--- src/rtl/writeback_arbiter.sv ---
// writeback_arbiter: selects one of the ALU, LSU or MDU results each cycle
// and drives it as a registered register-file write.
// ALU has fixed top priority. LSU and MDU share a round-robin slot behind it.
// A starvation counter raises stall_o when a secondary source waits too long.
// Optional feature macro: WB_SCOREBOARD_EN enables the busy_o pending-write
// scoreboard. When the macro is undefined, busy_o is tied to zero.
module writeback_arbiter #(
   parameter int unsigned STARVE_LIMIT = 4
) (
   input  logic        clk_i,
   input  logic        rst_ni,
   input  logic        alu_valid_i,
   input  logic [4:0]  alu_rd_i,
   input  logic [31:0] alu_data_i,
   input  logic        lsu_valid_i,
   input  logic [4:0]  lsu_rd_i,
   input  logic [31:0] lsu_data_i,
   output logic        lsu_ready_o,
   input  logic        mdu_valid_i,
   input  logic [4:0]  mdu_rd_i,
   input  logic [31:0] mdu_data_i,
   output logic        mdu_ready_o,
   input  logic        issue_valid_i,
   input  logic [4:0]  issue_rd_i,
   output logic [4:0]  rd_label_o,
   output logic        reg_write_en_o,
   output logic [31:0] wr_data_o,
   output logic [31:0] busy_o,
   output logic        stall_o
);

   localparam logic [3:0] LIMIT = 4'(STARVE_LIMIT);

   logic        alu_gnt, lsu_gnt, mdu_gnt, any_gnt;
   logic [4:0]  sel_rd;
   logic [31:0] sel_data;

   // last_lsu_q high means LSU won the previous secondary slot, so MDU is next
   logic        last_lsu_q, last_lsu_d;
   logic [4:0]  rd_label_q, rd_label_d;
   logic [31:0] wr_data_q, wr_data_d;
   logic        we_q, we_d;
   logic [3:0]  cnt_q, cnt_d;
   logic        stall_q, stall_d;

   // Grant decision: ALU first, then round-robin between LSU and MDU; nothing is granted while in reset
   always_comb begin
      alu_gnt = rst_ni & alu_valid_i;
      lsu_gnt = rst_ni & ~alu_valid_i & lsu_valid_i & (~mdu_valid_i | ~last_lsu_q);
      mdu_gnt = rst_ni & ~alu_valid_i & mdu_valid_i & (~lsu_valid_i | last_lsu_q);
      any_gnt = alu_gnt | lsu_gnt | mdu_gnt;
   end

   assign lsu_ready_o = lsu_gnt;
   assign mdu_ready_o = mdu_gnt;

   // Select the winning result and compute next write-port and round-robin state
   always_comb begin
      sel_rd   = '0;
      sel_data = '0;
      if (alu_gnt) begin
         sel_rd   = alu_rd_i;
         sel_data = alu_data_i;
      end else if (lsu_gnt) begin
         sel_rd   = lsu_rd_i;
         sel_data = lsu_data_i;
      end else if (mdu_gnt) begin
         sel_rd   = mdu_rd_i;
         sel_data = mdu_data_i;
      end
      rd_label_d = any_gnt ? sel_rd : rd_label_q;
      wr_data_d  = any_gnt ? sel_data : wr_data_q;
      we_d       = any_gnt && (sel_rd != 5'd0);
      last_lsu_d = last_lsu_q;
      if (lsu_gnt) begin
         last_lsu_d = 1'b1;
      end else if (mdu_gnt) begin
         last_lsu_d = 1'b0;
      end
   end

   // Starvation counter: counts secondary cycles without service, saturating at the limit
   always_comb begin
      cnt_d = 4'd0;
      if (lsu_gnt || mdu_gnt) begin
         cnt_d = 4'd0;
      end else if (lsu_valid_i || mdu_valid_i) begin
         cnt_d = (cnt_q == LIMIT) ? cnt_q : cnt_q + 4'd1;
      end
      stall_d = (cnt_q == LIMIT);
   end

   // Arbiter state and registered write-port outputs
   always_ff @(posedge clk_i or negedge rst_ni) begin
      if (!rst_ni) begin
         last_lsu_q <= 1'b0;
         rd_label_q <= '0;
         wr_data_q  <= '0;
         we_q       <= 1'b0;
         cnt_q      <= '0;
         stall_q    <= 1'b0;
      end else begin
         last_lsu_q <= last_lsu_d;
         rd_label_q <= rd_label_d;
         wr_data_q  <= wr_data_d;
         we_q       <= we_d;
         cnt_q      <= cnt_d;
         stall_q    <= stall_d;
      end
   end

   assign rd_label_o     = rd_label_q;
   assign wr_data_o      = wr_data_q;
   assign reg_write_en_o = we_q;
   assign stall_o        = stall_q;

`ifdef WB_SCOREBOARD_EN
   logic [31:0] busy_q, busy_d;

   // Pending-write scoreboard: clear on grant, then set on issue so a same-cycle set wins
   always_comb begin
      busy_d = busy_q;
      if (any_gnt) begin
         busy_d[sel_rd] = 1'b0;
      end
      if (issue_valid_i && (issue_rd_i != 5'd0)) begin
         busy_d[issue_rd_i] = 1'b1;
      end
   end

   // Scoreboard register
   always_ff @(posedge clk_i or negedge rst_ni) begin
      if (!rst_ni) begin
         busy_q <= '0;
      end else begin
         busy_q <= busy_d;
      end
   end

   assign busy_o = busy_q;
`else
   logic unused_issue;
   assign unused_issue = ^{issue_valid_i, issue_rd_i};
   assign busy_o       = 32'h0;
`endif

endmodule

--- config.mk ---
export PLATFORM = sky130hd
export DESIGN_NAME = writeback_arbiter
export DESIGN_NICKNAME = d
export VERILOG_FILES = /design/src/rtl/writeback_arbiter.sv
export SDC_FILE = /design/constraint.sdc
export NUM_CORES = 1
export LEC_CHECK = 0
export ABC_CLOCK_PERIOD_IN_PS = 2450
export BUFFER_PORTS_ARGS = -buffer_cell sky130_fd_sc_hd__buf_2
export CAP_MARGIN = 20
export CORE_MARGIN = 5
export CORE_UTILIZATION = 41
export CTS_BUF_LIST = sky130_fd_sc_hd__clkbuf_2
export DETAILED_ROUTE_END_ITERATION = 8
export GPL_ROUTABILITY_DRIVEN = 0
export PLACE_DENSITY = 0.9
export SYNTH_ARGS = -nofsm -noshare
export SYNTH_HDL_FRONTEND = slang
export SYNTH_SLANG_ARGS = --single-unit
--- constraint.sdc ---
create_clock -name clk_i -period 2.45 [get_ports clk_i]
set_clock_uncertainty 0.1 [all_clocks]
set_input_delay 0.735 -clock clk_i [delete_from_list [all_inputs] [get_ports clk_i]]
set_output_delay 0.735 -clock clk_i [all_outputs]
set_load 0.03 [all_outputs]
==> results.py <==
metrics = {
    "drt": {
        "drc": 0,
        "first_pass_iters": 5,
        "avgViaCountPerCell": 5.15,
        "drt_iter0_drc": 63,
        "vias": 2616,
        "detail-route-antenna-nets": 0,
        "wl_per_cell_um": 15.2,
        "postRouteWirelength_um": 7720,
    },
    "synthesis": {
        "synth_top_cell_area_share_pct": 44.5,
        "avgSynthCellArea_um2": 9.02,
        "syn_area_um2": 2470,
        "synth_seq_cells": 44,
        "netlist_instances": 274,
        "yosys.cell_types.count": 32,
        "synth.area.top_cells": "dfrtp_1, buf_4, a22oi_1, o21ai_1, a221oi_1",
        "yosysTopAreaCell": "dfrtp_1",
        "ys_seq_area_share_pct": 44.5,
        "ys.warnings.count": 0,
    },
    "die": {
        "io_pins": 195,
        "rows": 28,
        "initial_core_util_pct": 42.0,
        "core_um2": 5890,
        "die_h_um": 87.7,
        "chipWidth_um": 87.7,
        "die_area_um2": 7680,
    },
    "place": {
        "port_buffers": 156,
        "hpwl_um": 6120,
        "dp_slack_ps": 76.0,
    },
    "finish": {
        "fillerInstances": 569,
        "layout.nets": 556,
        "diodes": 0,
        "layout-drive-gt1-share_pct": 43.2,
        "synthToLayoutAreaGrowth_pct": 33.4,
    },
    "setup_path": {
        "timing.rr.end": "reg_write_en_o",
        "worstSetupPathType": "input pin to output port",
        "cp.arrival_ps": 1510,
        "start_kind": "input pin",
        "worstPathMaxFanout": 6,
        "r2r_slack_ps": 490,
        "worst_ep_required_time_ps": 1620,
        "r2r_start": "last_lsu_q",
        "end_kind": "output port",
        "reg2reg_depth": 6,
    },
    "clocking": {
        "clkSinkCount": 44,
        "cts_tree": "built",
        "clockBufferDepth": 2,
        "cts-root-buf": "clkbuf_2",
        "clkLatencyLatePin_ps": 380,
        "h-tree-depth": 2,
        "clk_pin_slew_ps": 220,
        "cts_buffers": 5,
    },
    "sta": {
        "slew_headroom_pct": 63.1,
        "setup_viol": 0,
        "rsz0062_at_grt": "no",
        "hold_viol_final": 0,
        "tightest_slew_ps": 554,
        "min_period_ps": 2340,
        "max_freq_mhz": 427,
        "setup_slack_ps": 107,
        "tns_ps": 0,
        "drv_slew": 0,
        "finalCritPeriodShare_pct": 95.6,
    },
    "power": {
        "p_sw_share_pct": 40.8,
        "p_clk_share_pct": 14.6,
        "p_seq_share_pct": 45.3,
        "ir_worst_vdd_mv": 0.281,
        "p_int_mw": 1.19,
        "leakage_nw": 1.74,
        "powerDensity_nw_per_um2": 612,
        "power.share.combinational_pct": 40.1,
        "p_switching_mw": 0.823,
    },
    "flow_run": {
        "max_cap_viol_count": 0,
    },
    "grt": {
        "grt_util_all_layers_pct": 19.0,
        "grt_max_degree": 45,
        "antenna_found_initial": 0,
        "grt_pass1_wl_um": 11500,
        "grt-ovfl-total": 0,
        "first_global_vias": 2562,
    },
    "hold_path": {
        "hold_class": "input pin to async pin",
    },
    "outcome": {
        "status": "finished clean",
    },
}
[kinds of logic (layout without fill, tap and decap cells)]
kind of cell | after synthesis | after routing | share of synthesized area [%]
xor+xnor | 3 | 3 | 1.06
fa+ha+maj | 2 | 2 | 1.01
compound gates | 116 | 116 | 29.6
simple gates | 50 | 50 | 9.26
flops | 44 | 44 | 44.5
other cells | 1 | 32 | 0.152
buf+inv | 58 | 186 | 14.4
[layer usage]
| layer | global-route usage, % | share of wire (%) | up-vias |
|---|---|---|---|
| li1 | - | - | 1232 |
| met1 | 21.8 | 37 | 1246 |
| met2 | 34.6 | 50 | 134 |
| met3 | 6.30 | 12 | 4 |
| met4 | 3.77 | 0.35 | 0 |
| met5 | 0 | 0 | - |
[synth_stat cells, drive strengths merged]
master and number:
buf 42, o21ai 52, ha 2, or4b 1, xnor2 2, nor3 2
inv 7, a21oi 22, a221oi 15, nand3b 1, nand3 3, dfrtp 44
a21bo 1, and2 1, a211oi 1, o22ai 1, nor2 18, a222oi 1
conb 1, xor2 1, a22oi 21, a21o 2, nand2b 1, nand2 23
clkbuf 9
[state kept, by name, indices dropped and copies added (netlist names)]
signal,count
wr_data_o,32
rd_label_o,5
cnt_q,4
last_lsu_q,1
reg_write_en_o,1
stall_o,1
[metrics by stage]
| stage | utilization, % | total power, mW | area, µm² | hold slack [ps] | std cells |
|---|---|---|---|---|---|
| global route | 56.0 | 2.15 | 3300 | 380 | 508 |
| global placement | 55.2 | 1.71 | 3250 | 363 | 499 |
| finish | 56.0 | 2.02 | 3300 | 360 | 508 |
| floorplan | - | 1.48 | 2590 | 339 | 305 |
| detailed placement | 55.2 | 1.74 | 3250 | 366 | 499 |
| CTS | 55.9 | 2.04 | 3290 | 351 | 507 |
[how the worst max path moves through the flow]
| stage | start | endpoint | slack (ps) | depth (start not counted) |
|---|---|---|---|---|
| 2_1_floorplan | alu_valid_i | mdu_ready_o | 20 | 4 |
| 3_3_place_gp | mdu_valid_i | lsu_ready_o | 70 | 4 |
| 3_5_place_dp | mdu_valid_i | lsu_ready_o | 80 | 4 |
| 4_1_cts | last_lsu_q | lsu_ready_o | 70 | 3 |
| 5_1_grt | last_lsu_q | mdu_ready_o | 40 | 3 |
| 6_report | alu_valid_i | mdu_ready_o | 110 | 4 |
[cell type report]
class | count | area [µm²] | area share, %
inverters | 7 | 26.3 | 0.797
repair buffers | 171 | 896 | 27.2
multi-input cells | 203 | 1140 | 34.6
flip-flops and latches | 44 | 1100 | 33.4
clock inverters | 1 | 3.75 | 0.114
clock buffers | 7 | 35.0 | 1.06
well taps | 75 | 93.8 | 2.85
[placed cells by master (no fill, tap or decap), drive strengths merged, types with 3 or more instances in the layout]
master / n
a21oi: 22
a221oi: 15
a22oi: 21
buf: 170
clkbuf: 8
conb: 32
dfrtp: 44
inv: 7
nand2: 23
nand3: 3
nor2: 18
o21ai: 52
[critical path: stages]
cell and delay [ps]:
buf_2 100, nand2b_4 170, a211oi_4 240, buf_2 250
[power by group through the flow]
stage	clock network, mW	logic [mW]	registers, mW
2_1_floorplan	0	0.364	1.11
3_3_place_gp	0	0.786	0.923
3_5_place_dp	0	0.810	0.927
4_1_cts	0.313	0.811	0.915
5_1_grt	0.336	0.880	0.930
6_report	0.294	0.809	0.915
[timing repair]
action	CTS	global route
setup endpoints to repair	0	1
setup buffers	0	1
hold buffers	0	0
gates resized for setup	0	1
hold endpoints to repair	0	0
(Power assumes the default switching activity.)
